--- src/rtl/sn_stream_gen.sv ---
// Stochastic-number stream generator: emits a 2**NUM_BIT-cycle bit stream per channel whose
// ones count equals the latched operand. Define SN_BIPOLAR_EN for two's-complement operands.
module sn_stream_gen #(
  parameter int unsigned NUM_BIT = 8,
  parameter int unsigned DIM     = 16
) (
  input  logic                   i_clk_fsm_mux,
  input  logic                   i_rst_fsm_mux,
  input  logic                   i_start,
  input  logic                   i_stop,
  input  logic                   i_hold,
  input  logic [DIM*NUM_BIT-1:0] i_x_bn,
  output logic                   o_busy,
  output logic                   o_valid,
  output logic                   o_last,
  output logic                   o_done,
  output logic [NUM_BIT-1:0]     o_idx,
  output logic [DIM-1:0]         o_sn_bit
);

  localparam int unsigned        SelW   = (NUM_BIT > 1) ? $clog2(NUM_BIT) : 1;
  localparam logic [NUM_BIT-1:0] KMax   = '1;
  localparam logic [NUM_BIT-1:0] KOne   = NUM_BIT'(1);
  localparam logic [SelW-1:0]    SelOne = SelW'(1);
`ifdef SN_BIPOLAR_EN
  localparam bit Bipolar = 1'b1;
`else
  localparam bit Bipolar = 1'b0;
`endif

  typedef enum logic [0:0] {StIdle, StGen} state_e;

  state_e                 state_q, state_d;
  logic [NUM_BIT-1:0]     k_q, k_d;
  logic [DIM*NUM_BIT-1:0] x_q, x_d;
  logic                   done_q, done_d;
  logic [SelW-1:0]        sel;
  logic                   ones_run;
  logic [NUM_BIT-1:0]     x_ch;

  always_ff @(posedge i_clk_fsm_mux or posedge i_rst_fsm_mux) begin
    if (i_rst_fsm_mux) begin
      state_q <= StIdle;
      k_q     <= '0;
      x_q     <= '0;
      done_q  <= 1'b0;
    end else begin
      state_q <= state_d;
      k_q     <= k_d;
      x_q     <= x_d;
      done_q  <= done_d;
    end
  end

  // k is cleared on every exit from GEN so o_idx reads 0 throughout IDLE.
  always_comb begin
    state_d = state_q;
    k_d     = k_q;
    x_d     = x_q;
    done_d  = 1'b0;
    unique case (state_q)
      StIdle: begin
        if (i_start && !i_stop) begin
          state_d = StGen;
          k_d     = '0;
          x_d     = i_x_bn;
        end
      end
      StGen: begin
        if (i_stop) begin
          state_d = StIdle;
          k_d     = '0;
        end else if (!i_hold) begin
          if (k_q == KMax) begin
            state_d = StIdle;
            k_d     = '0;
            done_d  = 1'b1;
          end else begin
            k_d = k_q + KOne;
          end
        end
      end
      default: state_d = StIdle;
    endcase
  end

  // sel = NUM_BIT-1 minus the number of trailing ones of k.
  always_comb begin
    sel      = SelW'(NUM_BIT - 1);
    ones_run = 1'b1;
    for (int i = 0; i < int'(NUM_BIT) - 1; i++) begin
      ones_run = ones_run & k_q[i];
      if (ones_run) sel = sel - SelOne;
    end
  end

  always_comb begin
    o_busy   = (state_q == StGen);
    o_valid  = o_busy & ~i_hold;
    o_last   = o_valid & (k_q == KMax);
    o_done   = done_q;
    o_idx    = k_q;
    o_sn_bit = '0;
    x_ch     = '0;
    for (int c = 0; c < int'(DIM); c++) begin
      x_ch = x_q[c*NUM_BIT +: NUM_BIT];
      if (Bipolar) x_ch[NUM_BIT-1] = ~x_ch[NUM_BIT-1];
      if (o_valid && (k_q != KMax)) o_sn_bit[c] = x_ch[sel];
    end
  end

endmodule

--- config.mk ---
export PLATFORM = sky130hd
export DESIGN_NAME = sn_stream_gen
export DESIGN_NICKNAME = d
export VERILOG_FILES = /design/src/rtl/sn_stream_gen.sv
export SDC_FILE = /design/constraint.sdc
export NUM_CORES = 1
export LEC_CHECK = 0
export CORE_MARGIN = 4
export CORE_UTILIZATION = 40
export CTS_CLUSTER_SIZE = 28
export DETAILED_ROUTE_END_ITERATION = 10
export PLACE_DENSITY = 0.77
export SLEW_MARGIN = 20
export SYNTH_ARGS = -nofsm -noshare
export SYNTH_HDL_FRONTEND = slang
export SYNTH_SLANG_ARGS = --single-unit
--- constraint.sdc ---
create_clock -name i_clk_fsm_mux -period 6.3 [get_ports i_clk_fsm_mux]
set_input_delay 1.89 -clock i_clk_fsm_mux [delete_from_list [all_inputs] [get_ports i_clk_fsm_mux]]
set_output_delay 1.89 -clock i_clk_fsm_mux [all_outputs]
set_load 0.1 [all_outputs]
==> results.tsv <==
metric	value	unit
Fmax	162	MHz
DRC	0	
syn_nets	568	
worst slew pin tran	977	ps
final HPWL from detailed placement	11000	um
die height	136	um
Sw Ratio	26.5	%
CP max FO	18	
yosys synthesis warning count	0	
hold slack	496	ps
FF+latch count, synth	138	
clk root buf	clkbuf_16	
Core ar.	15900	um^2
Final setup viols	0	
RSZ-0062 raised after global routing	true	
Setup WS pre-CTS	266	ps
first-pass GRT wire length	25100	um
Max-cap violations	0	
routability congestion estimate	0.909	
Sw Pwr	0.718	mW
max_slew headroom	34.7	%
max-slew violation count	0	
row count	46	
combinational share of power	22.7	%
Final ANT Viol Nets	0	
CTS tree	built	
Seq pwr share	42.8	%
die footprint	18400	um^2
clock share of power	34.5	%
GRT Overall Usage	17.6	%
pin count of the biggest net entering global routing	97	
Internal	2.00	mW
Sequential Area	3460	um^2
setup_tns	0	ps
H-tree levels	4	
Reg2Reg Depth	5	
Worst VDD drop	184	uV
sequential element share of the synthesized area	53.1	%
utilization after layout	57.4	%
worst hold path type	register to register	
Starting Density	40.9	%
clock sink total	138	
Arr. time, crit path	4280	ps
mapped cell area	6500	um^2
Critical Setup Path Class	register to output pin	
clk_skew	8.52	ps
I/O pin cnt	161	
setup ws final	125	ps
global route overflow	0	
Post-CTS Hold Buffers	0	
area of the multi-input gates	2950	um^2
drt total wl	15600	um
die width	136	um
CP Capture Type	output pin	
Reg clk slew, reported paths	60	ps
Final period util	98.0	%
Area Overhead vs Synth	40.2	%
min Tclk post-route	6170	ps
CTS buffer count	17	
leakage power total	3.71	nW
Pwr Density	298	nW/um^2
starting DRC count in detailed routing	187	
CTS max path bufs	2	
vias in the first global route	4743	
Min-Delay Path Depth	1	
Detailed Routing Iterations Pass 1	4	
antenna cells	0	
Worst Path Required	4410	ps
number of hold violations in the final report	0	
Distinct cells, synth	41	
startpoint types	register	
Post-Syn Instances	430	
routed len/inst	19.0	um
vias	4301	
Mapped Avg Cell Area	15.1	um^2
Port Buffer Count	160	
share of cells above drive strength 1	41.2	%
number of fill cells	1250	
initial antenna violation count	0	
status	finished clean	
worst skew pair latency	410	ps
via/cell ratio	5.24	
Nets	730	
## cell usage in the layout (no fill, tap or decap), types with 2 or more instances in the layout
cell             synthesis  routed
o21ai_0                 12      11
nand3_2                  1       2
nor2b_2                  0       2
nand3_1                  5       4
clkinv_4                 0       3
nor3_1                   4       4
a22o_2                   0      14
ha_1                     5       2
a21oi_1                  3       3
dfrtp_1                138     136
a22o_1                  16       2
nand2_2                  2       2
nand2b_1                 2       2
clkinvlp_4               0       6
ha_2                     0       2
mux4_2                  23      23
inv_6                    0       2
nor2_1                  11      11
dfrtp_2                  0       2
mux2_2                 131     131
clkbuf_16                0      17
xor2_1                   3       3
mux4_1                   9       9
nand2_1                 10      10
inv_1                    5       4
clkinv_2                 0       3
clkdlybuf4s50_1          0     142
nor3b_2                  0       2
buf_4                    2      11
buf_12                   0      16
## what timing repair did
action / CTS / global route
setup buffers: 0 / 0
setup endpoints to repair: 16 / 16
gates resized for setup: 5 / 8
## layout make-up
type	instances	area share, %
clock buffer	18	4.81
clock inverter	14	1.37
inverter	6	0.302
multi-input combinational	258	32.4
sequential	138	37.9
tap	216	2.96
timing repair buffer	171	20.3
## synthesized netlist by cell type
cell,instances,area (um^2)
inv_1,5,18.8
a21oi_4,1,16.3
nand3_2,1,10.0
nand2_2,2,12.5
a22o_1,16,140
mux4_2,23,518
ha_1,5,62.6
and3_1,1,6.26
buf_1,1,3.75
buf_4,2,15.0
o311ai_0,1,8.76
a31oi_1,1,6.26
dfrtp_1,138,3450
nor2_1,11,41.3
o211a_1,1,10.0
nand3_1,5,25.0
a21bo_2,1,10.0
a311oi_1,1,8.76
buf_6,4,45.0
nand2b_1,2,12.5
o21ai_0,12,60.1
clkbuf_1,16,60.1
o32ai_1,1,8.76
nand2_1,10,37.5
nor3b_1,2,15.0
mux2_2,131,1480
a21oi_1,3,15.0
mux4_1,9,236
a211oi_1,1,7.51
inv_2,1,3.75
nand4_1,1,6.26
xnor3_2,1,23.8
a2111o_1,1,11.3
nand3b_1,1,7.51
or4_1,1,7.51
xor2_1,3,26.3
nor3_1,4,20.0
nor2b_1,3,18.8
buf_2,5,25.0
o21bai_1,1,7.51
o31ai_1,1,7.51
## logic make-up after synthesis
family | after synthesis | share of synthesized area, %
AOI/OAI and AO/OA | 42 | 4.89
xor gates and xnor gates | 4 | 0.769
adders and majority gates | 5 | 0.962
buffers and inverters | 34 | 2.63
DFF | 138 | 53.1
muxes | 163 | 34.3
and+or+nand+nor | 44 | 3.39
## metal layers
layer | vias to the layer above | track usage (%) | wire (um)
li1 | 1942 | - | -
met3 | 16 | 6.05 | 1150
met2 | 151 | 29.2 | 7870
met1 | 2192 | 21.9 | 6460
met4 | 0 | 4.87 | 144
met5 | - | 0 | 0
## flip-flops by register name, indices dropped and copies added, names as in the netlist
register	cells
o_idx	8
o_busy	1
x_q	128
o_done	1
## critical path, stage by stage, from the launching register on
cell and delay [ps]:
dfrtp_2 480, ha_4 210, nand3_2 150, nor3_1 310
nor2b_2 80, ha_1 280, mux2_2 260, ha_1 270
mux2_2 270, a2111o_1 420, nand3_2 110, buf_8 210
mux4_2 330, a22o_2 300, buf_12 170
## power groups by stage
stage               logic, mW  clock network [mW]  registers, mW
finish                  0.617               0.936           1.16
global route            0.660               0.997           1.18
CTS                     0.626               0.955           1.16
detailed placement      0.622                   0           1.17
global placement        0.603                   0           1.16
floorplan               0.428                   0           1.15
## final timing paths
path / slack [ps] / start / to
max in group asynchronous: 3140 / i_rst_fsm_mux / x_q[76]
worst min register to register: 500 / x_q[65] / x_q[65]
worst min-delay path: 500 / x_q[65] / x_q[65]
min in group asynchronous: 2020 / i_rst_fsm_mux / x_q[38]
worst max-delay path: 130 / o_idx[0] / o_sn_bit[14]
worst max register to register: 3820 / o_idx[0] / o_idx[0]
## metrics by stage
stage | cells | area (um^2) | power, mW
after detailed placement | 789 | 8510 | 1.80
after floorplan | 430 | 6530 | 1.58
after CTS | 821 | 9090 | 2.74
final | 821 | 9120 | 2.71
after global routing | 821 | 9120 | 2.84
after global placement | 789 | 8510 | 1.76
Note: power is estimated with default switching activity, not from simulation.
